===== config.mk =====
export PLATFORM = sky130hd
export DESIGN_NAME = cpu_ctrl_fsm
export DESIGN_NICKNAME = d
export VERILOG_FILES = /design/src/rtl/cpu_ctrl_pkg.sv /design/src/rtl/cpu_ctrl_fsm_onehot_dec.sv /design/src/rtl/cpu_ctrl_fsm.sv
export SDC_FILE = /design/constraint.sdc
export NUM_CORES = 1
export LEC_CHECK = 0
export ABC_AREA = 1
export ABC_CLOCK_PERIOD_IN_PS = 1600
export BUFFER_PORTS_ARGS = -buffer_cell sky130_fd_sc_hd__buf_4
export CAP_MARGIN = 20
export CORE_ASPECT_RATIO = 1.5
export CORE_MARGIN = 3
export CORE_UTILIZATION = 40
export CTS_BUF_LIST = sky130_fd_sc_hd__clkbuf_2 sky130_fd_sc_hd__clkbuf_4 sky130_fd_sc_hd__clkbuf_8
export DETAILED_ROUTE_END_ITERATION = 8
export PLACE_DENSITY = 0.69
export SLEW_MARGIN = 20
export SYNTH_ARGS = -nofsm -noshare
export SYNTH_HDL_FRONTEND = slang
export SYNTH_SLANG_ARGS = --single-unit

===== constraint.sdc =====
create_clock -name clk -period 1.6 [get_ports clk]
set_input_delay 0.32 -clock clk [delete_from_list [all_inputs] [get_ports clk]]
set_output_delay 0.32 -clock clk [all_outputs]
set_load 0.05 [all_outputs]

===== src/rtl/cpu_ctrl_pkg.sv =====
// rtl/cpu_ctrl_pkg.sv - shared opcodes, ALU functions, state encoding and bus bit offsets
package cpu_ctrl_pkg;

    localparam int OP_LOAD = 0;
    localparam int OP_MOVE = 1;
    localparam int OP_ADD  = 2;
    localparam int OP_XOR  = 3;
    localparam int OP_SUB  = 4;
    localparam int OP_AND  = 5;
    localparam int OP_OR   = 6;
    localparam int OP_HALT = 15;

    localparam logic [2:0] ALU_ADD = 3'd0;
    localparam logic [2:0] ALU_SUB = 3'd1;
    localparam logic [2:0] ALU_XOR = 3'd2;
    localparam logic [2:0] ALU_AND = 3'd3;
    localparam logic [2:0] ALU_OR  = 3'd4;

    // Offsets above the NUM_REGS general-register bits in en_reg / tri_reg
    localparam int IDX_A      = 1;
    localparam int IDX_G      = 0;
    localparam int IDX_G_TRI  = 1;
    localparam int IDX_EXTERN = 0;

    typedef enum logic [2:0] {
        S_IDLE  = 3'd0,
        S_LOAD1 = 3'd1,
        S_MOVE1 = 3'd2,
        S_ALU1  = 3'd3,
        S_ALU2  = 3'd4,
        S_ALU3  = 3'd5,
        S_ILL   = 3'd6,
        S_HALT  = 3'd7
    } state_t;

    function automatic logic [2:0] alu_sel(input int op);
        case (op)
            OP_SUB:  return ALU_SUB;
            OP_XOR:  return ALU_XOR;
            OP_AND:  return ALU_AND;
            OP_OR:   return ALU_OR;
            default: return ALU_ADD;
        endcase
    endfunction

endpackage


===== src/rtl/cpu_ctrl_fsm_onehot_dec.sv =====
// rtl/cpu_ctrl_fsm_onehot_dec.sv - index to one-hot decoder, zero for out-of-range indices
module onehot_dec #(
    parameter int IN_W  = 3,
    parameter int OUT_W = 8
) (
    input  logic [IN_W-1:0]  idx,
    output logic [OUT_W-1:0] onehot
);

    always_comb begin
        onehot = '0;
        for (int i = 0; i < OUT_W; i++) begin
            onehot[i] = (32'(idx) == i);
        end
    end

endmodule


===== src/rtl/cpu_ctrl_fsm.sv =====
// rtl/cpu_ctrl_fsm.sv - datapath control FSM for the bus-based CPU
module cpu_ctrl_fsm
    import cpu_ctrl_pkg::*;
#(
    parameter int OP_SIZE  = 4,
    parameter int ARG_SIZE = 3,
    parameter int NUM_REGS = 8
) (
    input  logic                          clk,
    input  logic                          rst,
    input  logic                          instr_valid,
    input  logic [OP_SIZE+2*ARG_SIZE-1:0] instr,
    output logic                          instr_ready,
    output logic [NUM_REGS+1:0]           en_reg,
    output logic [NUM_REGS+1:0]           tri_reg,
    output logic [2:0]                    alu_op,
    output logic                          done,
    output logic                          illegal,
    output logic                          halted
);

    localparam int IW = OP_SIZE + 2 * ARG_SIZE;

    state_t              state;
    state_t              state_n;
    state_t              dec_state;
    logic [IW-1:0]       instr_q;
    logic [OP_SIZE-1:0]  op_in;
    logic [ARG_SIZE-1:0] rx_in;
    logic [ARG_SIZE-1:0] ry_in;
    logic [OP_SIZE-1:0]  op_q;
    logic [ARG_SIZE-1:0] rx_q;
    logic [ARG_SIZE-1:0] ry_q;
    logic [NUM_REGS-1:0] rx_oh;
    logic [NUM_REGS-1:0] ry_oh;
    logic                rx_in_ok;
    logic                ry_in_ok;
    logic                retiring;
    logic                accept;

    assign {op_in, rx_in, ry_in} = instr;
    assign {op_q, rx_q, ry_q}    = instr_q;

    assign rx_in_ok = (int'(rx_in) < NUM_REGS);
    assign ry_in_ok = (int'(ry_in) < NUM_REGS);

    assign retiring = (state == S_LOAD1) || (state == S_MOVE1) ||
                      (state == S_ALU3)  || (state == S_ILL);

    // Ready is held low during reset so nothing is accepted in that cycle
    assign instr_ready = !rst && ((state == S_IDLE) || retiring);
    assign accept      = instr_valid && instr_ready;

    onehot_dec #(.IN_W(ARG_SIZE), .OUT_W(NUM_REGS)) u_rx_dec (
        .idx    (rx_q),
        .onehot (rx_oh)
    );

    onehot_dec #(.IN_W(ARG_SIZE), .OUT_W(NUM_REGS)) u_ry_dec (
        .idx    (ry_q),
        .onehot (ry_oh)
    );

    always_ff @(posedge clk) begin
        if (rst) begin
            state   <= S_IDLE;
            instr_q <= '0;
        end else begin
            state <= state_n;
            if (accept) begin
                instr_q <= instr;
            end
        end
    end

    // Legality is judged on the live instruction only to pick the next state
    always_comb begin
        dec_state = S_ILL;
        case (int'(op_in))
            OP_LOAD: if (rx_in_ok) dec_state = S_LOAD1;
            OP_MOVE: if (rx_in_ok && ry_in_ok) dec_state = S_MOVE1;
            OP_ADD, OP_XOR, OP_SUB, OP_AND, OP_OR:
                     if (rx_in_ok && ry_in_ok) dec_state = S_ALU1;
            OP_HALT: dec_state = S_HALT;
            default: dec_state = S_ILL;
        endcase
    end

    always_comb begin
        state_n = S_IDLE;
        case (state)
            S_IDLE:  state_n = accept ? dec_state : S_IDLE;
            S_LOAD1, S_MOVE1, S_ALU3, S_ILL:
                     state_n = accept ? dec_state : S_IDLE;
            S_ALU1:  state_n = S_ALU2;
            S_ALU2:  state_n = S_ALU3;
            S_HALT:  state_n = S_HALT;
            default: state_n = S_IDLE;
        endcase
    end

    always_comb begin
        en_reg  = '0;
        tri_reg = '0;
        alu_op  = ALU_ADD;
        done    = 1'b0;
        illegal = 1'b0;
        halted  = 1'b0;
        if (!rst) begin
            case (state)
                S_LOAD1: begin
                    tri_reg[NUM_REGS+IDX_EXTERN] = 1'b1;
                    en_reg[NUM_REGS-1:0]         = rx_oh;
                    done                         = 1'b1;
                end
                S_MOVE1: begin
                    tri_reg[NUM_REGS-1:0] = ry_oh;
                    en_reg[NUM_REGS-1:0]  = rx_oh;
                    done                  = 1'b1;
                end
                S_ALU1: begin
                    tri_reg[NUM_REGS-1:0]  = rx_oh;
                    en_reg[NUM_REGS+IDX_A] = 1'b1;
                end
                S_ALU2: begin
                    tri_reg[NUM_REGS-1:0]  = ry_oh;
                    en_reg[NUM_REGS+IDX_G] = 1'b1;
                    alu_op                 = alu_sel(int'(op_q));
                end
                S_ALU3: begin
                    tri_reg[NUM_REGS+IDX_G_TRI] = 1'b1;
                    en_reg[NUM_REGS-1:0]        = rx_oh;
                    done                        = 1'b1;
                end
                S_ILL: begin
                    done    = 1'b1;
                    illegal = 1'b1;
                end
                S_HALT:  halted = 1'b1;
                default: ;
            endcase
        end
    end

endmodule

Yosys cells after proc, flatten, opt, wreduce, memory -nomap -nowiden

Index checks and enable logic that the tools add are counted.

Memory bits (writable): 0
Memories kept: 0
Input port bits: 13
Bits in read-only memories: 0
Bits in latches: 0
Bits in registers: 13
Logic and storage cells: 70

Add/sub/neg operators: 0
Divide/modulo/power cells: 0
Multiply operators: 0
$lt $le $gt $ge: 0
Shift-type cells: 0
Muxes and demuxes: 20
Equal/unequal tests: 32
Reductions and logical operators: 16
Bitwise logic cells: 0

Operator list:

| operator           | number |
|---|---|
| $eq 3x3->1 const B | 12 |
| $pmux 3 s4         | 3 |
| $eq 4x3->1 const B | 6 |
| $mux 10            | 2 |
| $eq 3x2->1 const B | 6 |
| $pmux 8 s2         | 1 |
| $eq 4x2->1 const B | 3 |
| $mux 1             | 10 |
| $reduce_or 5->1    | 2 |
| $eq 3x1->1 const B | 3 |
| $logic_not 3->1    | 3 |
| $mux 3             | 3 |
| $mux 8             | 1 |
| $eq 4x1->1 const B | 1 |
| $eq 4x4->1 const B | 1 |
| $logic_not 4->1    | 1 |
| $logic_or 1x1->1   | 4 |
| $reduce_or 4->1    | 1 |
| $reduce_or 3->1    | 1 |
| $logic_and 1x1->1  | 2 |
| $reduce_or 2->1    | 1 |
| $logic_not 1->1    | 1 |

Longest topological paths before layout

Depth after elaboration: 9
Depth in mapped cells: 8

Hierarchy

Synthesis repeated with hierarchy kept, for this count alone.

Cell total of the unflattened synthesis: 182
Area total of the unflattened synthesis: 967.2 sq um

Modules (own cells, without submodules):

| module       | seq. area each (sq um) | area an instance (sq um) | times used | cells each |
|---|---|---|---|---|
| cpu_ctrl_fsm | 260.2                  | 854.6                    | 1          | 152 |
| onehot_dec   | 0.0                    | 56.3                     | 2          | 15 |

Least setup slack after synthesis

No wires, ideal clock.

Path type: register to output
Start point: reg state[2]
End point: out alu_op[2]
Data required time: 1280 ps
Data arrival time: 2080 ps
Slack: -800 ps
Cell stages (with the launch flop): 5
Cell sequence: dfxtp_1 -> inv_1 -> nor2_1 -> nand2_1 -> nor4_1

Cells in the longest elaborated chain, start to end: 3

Ends and longest elaborated chain:

| item                   | RTL line            | source |
|---|---|---|
| start, declared        | cpu_ctrl_fsm.sv:24  | `state_t state;` |
| start signal, assigned | cpu_ctrl_fsm.sv:69  | `state <= state_n;` |
| $eq 3x3->1             | cpu_ctrl_fsm.sv:110 | `case (state)` |
| $mux 3                 | cpu_ctrl_fsm.sv:110 |  |
| $mux 3                 | cpu_ctrl_fsm.sv:109 | `if (!rst) begin` |
| end, declared          | cpu_ctrl_fsm.sv:16  | `output logic [2:0] alu_op,` |

Every way passes these cells.

Worst setup path after layout

Start point: reg state[0]
End point: out tri_reg[4]

Cells in the longest elaborated chain, start to end: 4

Ends and longest elaborated chain:

| item                                     | RTL line            | source |
|---|---|---|
| $eq 3x2->1 or $eq 3x3->1 (tied branches) | cpu_ctrl_fsm.sv:110 |  |
| $reduce_or 2->1 (no line)                | -                   |  |
| $pmux 8 s2 *                             | cpu_ctrl_fsm.sv:110 |  |
| $mux 10 *                                | cpu_ctrl_fsm.sv:109 |  |
| end, declared                            | cpu_ctrl_fsm.sv:15  | `output logic [NUM_REGS+1:0] tri_reg,` |

Mark *: on every way between the ends. The rest lies on a longest branch, timed or not.

==> flow_metrics.py <==
metrics = {
    "timing": {
        "setup_viol": 20,
        "period_share": 1.11,
        "hold_viol": 0,
        "tightest_slew_ns": 0.257,
        "maxSlewHeadroom": 0.829,
        "min_period_ns": 1.77,
        "setup_ws_ns": -0.170,
        "finalMaxSlewViolations": 0,
        "skew_ns": 0.00116,
        "rsz0062_at_grt": "yes",
        "fmax_mhz": 565,
        "timing.hold.ws_ns": 0.252,
    },
    "synth": {
        "synth_area_um2": 956,
        "synth_edf_count": 0,
        "post_synth_num_cell_types": 19,
        "ys_ff_latch": 13,
        "syn_avg_cell_area_um2": 5.76,
        "synthArstFlopShare": 0,
        "synthXorXnorAreaFrac": 0,
        "synth_top_family_by_area": "simple AND/OR/NAND/NOR gates",
        "synthAdderAreaFrac": 0,
        "synth_compound_area_frac": 0.0615,
        "yosys.area_share.simple": 0.522,
        "ys_seq_area_frac": 0.272,
        "syn_nets": 179,
        "syn_inst": 166,
        "ys.flop_type": "dfxtp_1",
        "ys_warn_count": 0,
        "synth.area.mux_share": 0,
    },
    "power": {
        "p_clk_frac": 0.219,
        "vdd_drop_max_v": 0.000664,
        "power_density_mw_per_mm2": 596,
        "seqPwrFrac": 0.388,
        "p_sw_uw": 398,
        "switching_share": 0.395,
        "p_int_uw": 608,
        "p_comb_frac": 0.393,
        "p_leak_uw": 0.000770,
    },
    "clock_network": {
        "clkLatencyLatePin_ns": 0.27,
        "clk_pin_slew_worst_paths_ns": 0.08,
        "cts_buffers": 3,
        "holdBufCountCts": 0,
        "clockRootBuffer": "clkbuf_4",
        "cts_tree": "done",
        "cts.htree.levels": 1,
        "clockBufferDepth": 2,
        "numClockSinks": 13,
    },
    "critical_path": {
        "path_delay_family": "simple AND/OR/NAND/NOR gates",
        "rrSetupSlack_ns": 0.21,
        "path_class": "register to output pin",
        "cp.required_ns": 1.28,
        "crit_buf_inv": 1,
        "critPathMaxFanout": 5,
        "slowest_delay_ns": 0.39,
        "rr_endpoint": "instr_q[8]$_SDFFE_PP0P_",
        "rr_startpoint": "state[0]$_SDFF_PP0_",
        "ff2ff_path_depth": 7,
        "worstPathArrival_ns": 1.45,
        "critical_path.startpoint_type": "register",
        "endpoint_kind": "output pin",
        "path_cells": "nor2_4, nand2_2, nand2_4, nand3_4, o21ai_2, buf_6",
        "cp_slowest_cell": "dfxtp_4",
    },
    "global_routing": {
        "overflow": 0,
        "gr-usage-all-layers": 0.216,
        "grt_max_degree": 21,
        "grt_pass1_vias": 1217,
        "antenna_found_initial": 0,
        "grt_pass1_wl_um": 4980,
    },
    "finish": {
        "drive_above_1_share": 0.549,
        "fillers": 182,
        "nNetsFinal": 229,
        "final_cell_area_mm2": 0.00169,
        "areaGrowthSynthToFinish_pct": 76.7,
        "seq_area_um2": 280,
        "diodes": 0,
        "multi_input_area_um2": 781,
    },
    "routing": {
        "routed_wl_um": 3020,
        "routed_via_density": 5.08,
        "ant_nets": 0,
        "drt-initial-drc-count": 20,
        "drc_errors": 0,
        "post_drt_wl_per_cell_um": 12.7,
        "via_count": 1208,
        "detail_route.first_pass.iterations": 4,
    },
    "placement": {
        "dp_hpwl_um": 2110,
        "gp_congestion": 0.732,
        "dp_slack_ns": -0.0394,
        "place_area_mm2": 0.00134,
        "io_buffers": 39,
    },
    "worst_hold_path": {
        "hold_start": "instr[2]",
        "hp-class": "input pin to register",
        "hold_end": "instr_q[2]$_SDFFE_PP0P_",
        "hold_path_depth": 3,
    },
    "run_status": {
        "violations": "negative setup slack",
        "status": "complete, but fails checks",
    },
    "die": {
        "fp.coreArea_mm2": 0.00226,
        "rows": 21,
        "io_pins": 40,
        "start_util": 0.423,
        "die_width_um": 45.9,
        "die_h_um": 65.9,
        "die-area_mm2": 0.00302,
    },
    "run": {
        "cap_violations": 0,
    },
}
## through the flow
| stage | TNS (ns) | util | total power (uW) | cells |
|---|---|---|---|---|
| 5_1_grt | -3.44 | 0.748 | 1060 | 238 |
| 2_1_floorplan | -0.821 | - | 607 | 166 |
| 3_5_place_dp | -0.212 | 0.595 | 699 | 229 |
| 6_report | -2.26 | 0.748 | 1010 | 238 |
| 3_3_place_gp | 0 | 0.595 | 690 | 229 |
| 4_1_cts | -1.64 | 0.705 | 971 | 235 |
## power groups by stage
stage	Combinational, uW	Sequential (uW)	Clock, uW
2_1_floorplan	225	382	0
3_3_place_gp	307	383	0
3_5_place_dp	313	386	0
4_1_cts	361	385	225
5_1_grt	432	395	233
6_report	395	390	221
## state kept, by name, summed over array words and instances, names as in the netlist
name     flops
state        3
instr_q     10
## placed cells by master (no fill, tap or decap), drive strengths merged
master  instances
buf            48
nand2          45
nor2           41
inv            27
dfxtp          13
nor3           10
nand3           9
o21ai           7
nand4           6
clkbuf          4
a21oi           2
o21bai          1
nor4            1
a31oi           1
## worst min-delay path, stage by stage
cell and delay, ns:
buf_4 0.08, nand2_1 0.04, nand2_1 0.06
## layout make-up
cell class,count,area share
tap,23,0.0170
clock buffer,4,0.0178
inverter,27,0.0630
sequential,13,0.166
timing repair buffer,48,0.274
multi-input combinational,123,0.462
## metal layers
metal / GRT usage / wire length [um]
met1: 0.218 / 1110
met2: 0.402 / 1670
met3: 0.0218 / 129
met4: 0.114 / 116
met5: 0 / 0
## synth_stat cells (2+ instances only)
library cell | n | share of area
nand3_1 | 8 | 0.042
a21oi_1 | 2 | 0.010
nor3_1 | 10 | 0.052
nand4_1 | 6 | 0.039
o21ai_0 | 4 | 0.021
inv_2 | 4 | 0.016
dfxtp_1 | 13 | 0.27
nor2_1 | 39 | 0.15
nand2_1 | 37 | 0.15
inv_1 | 23 | 0.090
buf_6 | 2 | 0.024
nor2_2 | 2 | 0.013
o21ai_1 | 3 | 0.016
nand2_2 | 8 | 0.052
## cells by family after synthesis
kind of cell | count (synthesis)
flops | 13
compound gates | 11
simple gates | 112
buf+inv | 30
## timing repair
item	in CTS	in global routing
buffers inserted	4	4
pin swaps	8	7
resized for setup	56	19
endpoints found under the setup margin	23	26
gates cloned	0	0
## worst max path at each step
stage / startpoint / cells past startpoint / slack, ns / end
global placement: state[0]$_SDFF_PP0_ / 6 / 0.04 / en_reg[0]
floorplan: state[1]$_SDFF_PP0_ / 5 / -0.27 / tri_reg[4]
detailed placement: state[0]$_SDFF_PP0_ / 6 / -0.04 / en_reg[7]
CTS: state[0]$_SDFF_PP0_ / 6 / -0.12 / tri_reg[6]
global route: state[0]$_SDFF_PP0_ / 6 / -0.22 / tri_reg[4]
finish: state[0]$_SDFF_PP0_ / 6 / -0.17 / tri_reg[4]
Power figures use the tool's default switching activity.
